--- config.mk ---
export PLATFORM = sky130hd
export DESIGN_NAME = sprite_banner_anim
export DESIGN_NICKNAME = d
export VERILOG_FILES = /design/src/rtl/sprite_banner_anim.sv
export SDC_FILE = /design/constraint.sdc
export NUM_CORES = 1
export LEC_CHECK = 0
export CAP_MARGIN = 20
export CORE_ASPECT_RATIO = 1.5
export CORE_MARGIN = 3
export CORE_UTILIZATION = 48
export DETAILED_ROUTE_END_ITERATION = 7
export PLACE_DENSITY_LB_ADDON = 0.3
export REMOVE_ABC_BUFFERS = 1
export SLEW_MARGIN = 20
export SYNTH_ARGS = -nofsm -noshare
export SYNTH_HDL_FRONTEND = slang
export SYNTH_SLANG_ARGS = --single-unit
export TNS_END_PERCENT = 20
--- constraint.sdc ---
create_clock -name clk -period 3.7 [get_ports clk]
set_input_delay 0.925 -clock clk [delete_from_list [all_inputs] [get_ports clk]]
set_output_delay 0.925 -clock clk [all_outputs]
set_load 0.005 [all_outputs]
--- src/rtl/sprite_banner_anim.sv ---
// Banner sprite locator with slide-in / blink / steady animation.
// Three-stage pixel pipeline aligned to a synchronous glyph ROM.
module sprite_banner_anim #(
  parameter int SPR_W         = 90,
  parameter int SPR_H         = 16,
  parameter int SCALE_LOG2    = 0,
  parameter int START_Y       = 0,
  parameter int STEP          = 4,
  parameter int BLINK_PERIOD  = 15,
  parameter int BLINK_TOGGLES = 6,
  localparam int AW = (SPR_H > 1) ? $clog2(SPR_H) : 1
) (
  input  logic             clk,
  input  logic             rst_n,
  input  logic [9:0]       beam_x,
  input  logic [9:0]       beam_y,
  input  logic             frame_tick,
  input  logic             enable,
  input  logic [9:0]       org_x,
  input  logic [9:0]       tgt_y,
  output logic [AW-1:0]    rom_addr,
  input  logic [SPR_W-1:0] rom_data,
  output logic             visible,
  output logic             busy
);

  localparam logic [1:0] IDLE   = 2'd0;
  localparam logic [1:0] SLIDE  = 2'd1;
  localparam logic [1:0] BLINK  = 2'd2;
  localparam logic [1:0] STEADY = 2'd3;

  localparam int EW = SPR_W << SCALE_LOG2;
  localparam int EH = SPR_H << SCALE_LOG2;
  localparam int CW = (SPR_W > 1) ? $clog2(SPR_W) : 1;
  localparam int BW = (BLINK_PERIOD > 1) ? $clog2(BLINK_PERIOD) : 1;
  localparam int TW = $clog2(BLINK_TOGGLES + 1);

  logic [1:0]    state, state_nxt;
  logic [9:0]    cur_y, cur_y_nxt;
  logic [BW-1:0] blink_cnt, blink_cnt_nxt;
  logic [TW-1:0] tog_cnt, tog_cnt_nxt;
  logic          phase, phase_nxt;
  logic [10:0]   slide_sum;
  logic [9:0]    slide_y;

  // Slide target clamps in 11 bits so a large STEP near the bottom cannot wrap.
  assign slide_sum = {1'b0, cur_y} + 11'(STEP);
  assign slide_y   = (slide_sum >= {1'b0, tgt_y}) ? tgt_y : slide_sum[9:0];

  always_comb begin
    state_nxt     = state;
    cur_y_nxt     = cur_y;
    blink_cnt_nxt = blink_cnt;
    tog_cnt_nxt   = tog_cnt;
    phase_nxt     = phase;
    if (!enable) begin
      state_nxt = IDLE;
    end else begin
      case (state)
        IDLE: begin
          state_nxt = SLIDE;
          cur_y_nxt = 10'(START_Y);
          phase_nxt = 1'b1;
        end
        SLIDE: begin
          if (frame_tick) begin
            cur_y_nxt = slide_y;
            if (slide_y == tgt_y) begin
              state_nxt     = BLINK;
              blink_cnt_nxt = '0;
              tog_cnt_nxt   = '0;
            end
          end
        end
        BLINK: begin
          if (frame_tick) begin
            if (blink_cnt == BW'(BLINK_PERIOD - 1)) begin
              blink_cnt_nxt = '0;
              tog_cnt_nxt   = tog_cnt + 1'b1;
              if (tog_cnt == TW'(BLINK_TOGGLES - 1)) begin
                state_nxt = STEADY;
                phase_nxt = 1'b1;
              end else begin
                phase_nxt = ~phase;
              end
            end else begin
              blink_cnt_nxt = blink_cnt + 1'b1;
            end
          end
        end
        default: begin
          phase_nxt = 1'b1;
        end
      endcase
    end
  end

  always_ff @(posedge clk or negedge rst_n) begin
    if (!rst_n) begin
      state     <= IDLE;
      cur_y     <= 10'(START_Y);
      blink_cnt <= '0;
      tog_cnt   <= '0;
      phase     <= 1'b1;
      busy      <= 1'b0;
    end else begin
      state     <= state_nxt;
      cur_y     <= cur_y_nxt;
      blink_cnt <= blink_cnt_nxt;
      tog_cnt   <= tog_cnt_nxt;
      phase     <= phase_nxt;
      busy      <= (state_nxt == SLIDE) || (state_nxt == BLINK);
    end
  end

  logic [10:0]   x_lo, x_hi, y_lo, y_hi;
  logic          hit_c;
  logic [CW-1:0] col_c;
  logic [AW-1:0] addr_c;

  // Box edges in 11 bits: a sprite running past column/row 1023 clips instead of wrapping.
  assign x_lo   = {1'b0, org_x};
  assign x_hi   = x_lo + 11'(EW);
  assign y_lo   = {1'b0, cur_y};
  assign y_hi   = y_lo + 11'(EH);
  assign hit_c  = ({1'b0, beam_x} >= x_lo) && ({1'b0, beam_x} < x_hi) &&
                  ({1'b0, beam_y} >= y_lo) && ({1'b0, beam_y} < y_hi);
  assign col_c  = CW'((beam_x - org_x) >> SCALE_LOG2);
  assign addr_c = AW'((beam_y - cur_y) >> SCALE_LOG2);

  logic          hit1, hit2, en1, en2;
  logic [CW-1:0] col1, col2;
  logic          col_ok;
  logic [CW-1:0] bit_idx;

  // ROM words are MSB-first, so column 0 maps to bit SPR_W-1.
  always_comb begin
    col_ok  = {1'b0, col2} < (CW + 1)'(SPR_W);
    bit_idx = col_ok ? (CW'(SPR_W - 1) - col2) : '0;
  end

  always_ff @(posedge clk or negedge rst_n) begin
    if (!rst_n) begin
      hit1     <= 1'b0;
      en1      <= 1'b0;
      col1     <= '0;
      rom_addr <= '0;
      hit2     <= 1'b0;
      en2      <= 1'b0;
      col2     <= '0;
      visible  <= 1'b0;
    end else begin
      hit1 <= hit_c;
      en1  <= (state != IDLE) && phase;
      col1 <= col_c;
      if (hit_c) begin
        rom_addr <= addr_c;
      end
      hit2    <= hit1;
      en2     <= en1;
      col2    <= col1;
      visible <= hit2 && en2 && col_ok && rom_data[bit_idx];
    end
  end

endmodule

==> results.cfg <==
[drt]
drc = 0
drt-pass1-iter-count = 4
drtAntennaViolNets = 0
num_vias = 4456
drt_iter0_drc = 259
finalWirelength_microns = 12700
viasPerCell = 5.79
routedWlPerCell_microns = 16.5

[clock_network]
root_buffer = clkbuf_16
clk_latency_ns = 0.29
cts_max_level = 2
numCtsBuffers = 5
clock_path_buffers = 2
cts_num_sinks = 44
cts_tree = built
clkSlewWorstSetupHoldPaths_ns = 0.06

[cells_and_area]
fill_cells = 702
layout_commonest_cell = clkdlybuf4s50_1
diodes = 0
nets = 847
seq_area_sq_mm = 0.00110
areaGrowthSynthToFinish_pct = 36.9
stdcell_count = 769
multi_input_comb_area_sq_mm = 0.00311
final_cell_mix = clkdlybuf4s50_1 (138), inv_1 (55), ha_1 (53)
drive_gt1_share_pct = 8.35

[setup_path]
reg2reg_depth = 12
r2r_setup_slack_ns = 0.73
r2r_end = cur_y[2]
startpoint = org_x[1]
crit_path_end = rom_addr[1]
critPathArrivalTime_ns = 3.73
required_ns = 3.90
critPathMaxFanout = 3
worstSetupStartpointType = primary input
endpoint_kind = flip-flop
reg2reg_from = cur_y[5]
critPathKind = primary input to flip-flop

[power_and_ir_drop]
power.total_mw = 2.05
leakage_nw = 2.75
power-per-cell-area_mw_per_mm2 = 329
vdd.ir_drop.worst_v = 0.000254

[synth]
ys_seq_elements = 44
ys_seq_area_share_pct = 24.2
ys_types = 77
syn-cell-area_sq_mm = 0.00455
synth-async-reset-ratio_pct = 100
ys_warn_count = 0
synthFlopType = dfrtp_1
avgSynthCellArea_sq_um = 8.84
syn_inst = 514
synth_edf_count = 0

[sta]
whs_ns = 0.346
fin_crit_ns = 3.53
max_slew_margin_pct = 35.6
clock.fmax_ghz = 0.283
tightestPinTransition_ns = 0.966
drv_slew = 0
rsz0062_at_grt = no
period_share_pct = 95.5
finalHoldViolCount = 0
skew_ns = 0.00464
setup_viol = 0

[status]
status = complete, no violations

[place]
hpwl_microns = 10200
io_buffers = 139
finalWeightedCongestion = 0.883
dp.cells = 760

[floorplan]
die_y_microns = 125
dieArea_sq_mm = 0.0107
start_util_pct = 50.3
row_count = 42
ioPinCount = 140
die_w_microns = 85.5
core_sq_mm = 0.00904

[job]
drv_cap = 0

[grt]
antenna_found_initial = 0
grt_overflow = 0
grt_pass1_vias = 4614
grt_usage_pct = 24.0
grt_pass1_wl_microns = 21100
grt_max_degree = 45

[worst_hold_path]
hold_class = flip-flop to flip-flop
routing by layer:
layer | vias up | track usage [%] | wire, microns
li1 | 2171 | - | -
met1 | 2082 | 27.6 | 4960
met2 | 160 | 43.3 | 6550
met3 | 43 | 2.96 | 694
met4 | 0 | 11.0 | 488
met5 | - | 0 | 0
synth_stat cells (all sizes together) (5+ instances only):
cell type / number / area [sq um]
xor2: 9 / 78.8
dfrtp: 43 / 1080
inv: 55 / 206
mux2: 9 / 101
a21oi: 23 / 130
a211oi: 7 / 57.6
a31oi: 8 / 50.1
nand3: 20 / 105
xnor2: 28 / 260
mux4: 5 / 116
nand4: 5 / 31.3
o21a: 6 / 45.0
buf: 9 / 65.1
o22ai: 7 / 43.8
ha: 53 / 663
nor2: 22 / 85.1
nor3: 13 / 65.1
nand2: 40 / 150
o211ai: 8 / 60.1
o21ai: 40 / 204
a21o: 9 / 68.8
mux2i: 21 / 210
clkbuf: 8 / 70.1
power breakdown:
| part | internal [mW] | total, mW | switching, mW | leakage (nW) |
|---|---|---|---|---|
| Sequential | 0.540 | 0.592 | 0.0515 | 0.559 |
| Combinational | 0.491 | 0.964 | 0.473 | 2.11 |
| Clock | 0.317 | 0.493 | 0.176 | 0.0808 |
timing repair:
| item | CTS | global route |
|---|---|---|
| hold buffers | 0 | 0 |
| setup endpoints to repair | 0 | 5 |
| gates resized for setup | 0 | 3 |
| endpoints found under the hold margin | 0 | 0 |
| buffers inserted | 0 | 1 |
worst min path at each step:
| stage | startpoint | end | slack [ns] | cells after the start |
|---|---|---|---|---|
| global route | hit1 | hit2 | 0.35 | 0 |
| CTS | col1[1] | col2[1] | 0.35 | 0 |
| global placement | hit1 | hit2 | 0.33 | 0 |
| detailed placement | col1[1] | col2[1] | 0.34 | 0 |
| floorplan | col1[0] | col2[0] | 0.33 | 0 |
| finish | col1[6] | col2[6] | 0.35 | 0 |
critical path: stages:
cell	delay, ns
clkdlybuf4s50_1	0.42
ha_1	0.22
or3_1	0.35
a21oi_2	0.17
xnor2_1	0.15
ha_1	0.27
a21o_1	0.18
a211oi_1	0.24
a21oi_1	0.11
a221oi_2	0.19
nand3_1	0.16
buf_4	0.18
mux2i_1	0.16
metrics by stage:
| stage | setup WS, ns | instance area (sq um) | setup TNS, ns | util, % |
|---|---|---|---|---|
| after floorplan | 0.327 | 4410 | 0 | - |
| after global placement | -0.118 | 6040 | -0.455 | 66.8 |
| after detailed placement | -0.224 | 6040 | -0.915 | 66.8 |
| after CTS | 0.0611 | 6200 | 0 | 68.6 |
| after global routing | 0.0236 | 6220 | 0 | 68.8 |
| final | 0.166 | 6220 | 0 | 68.8 |
sequential cells by signal, summed over array words and instances, names as in the netlist, 2 cells and up:
signal	cells
state	2
cur_y	10
col2	7
tog_cnt	3
blink_cnt	4
rom_addr	4
col1	7
logic make-up after synthesis:
family / share of synthesized area [%]
compound gates: 22.5
xor+xnor: 7.46
fa+ha+maj: 15.5
buf+inv: 7.51
flops: 24.2
mux: 9.41
simple gates: 13.4
layout make-up:
class                   count  share of cell area, %
flip-flops and latches     44                   17.7
clock inverters             2                  0.563
inverters                  55                   3.32
repair buffers            154                   24.1
multi-input cells         398                   50.0
well taps                 110                   2.21
clock buffers               6                   2.07
No activity file was read; power rests on OpenSTA's default activity.
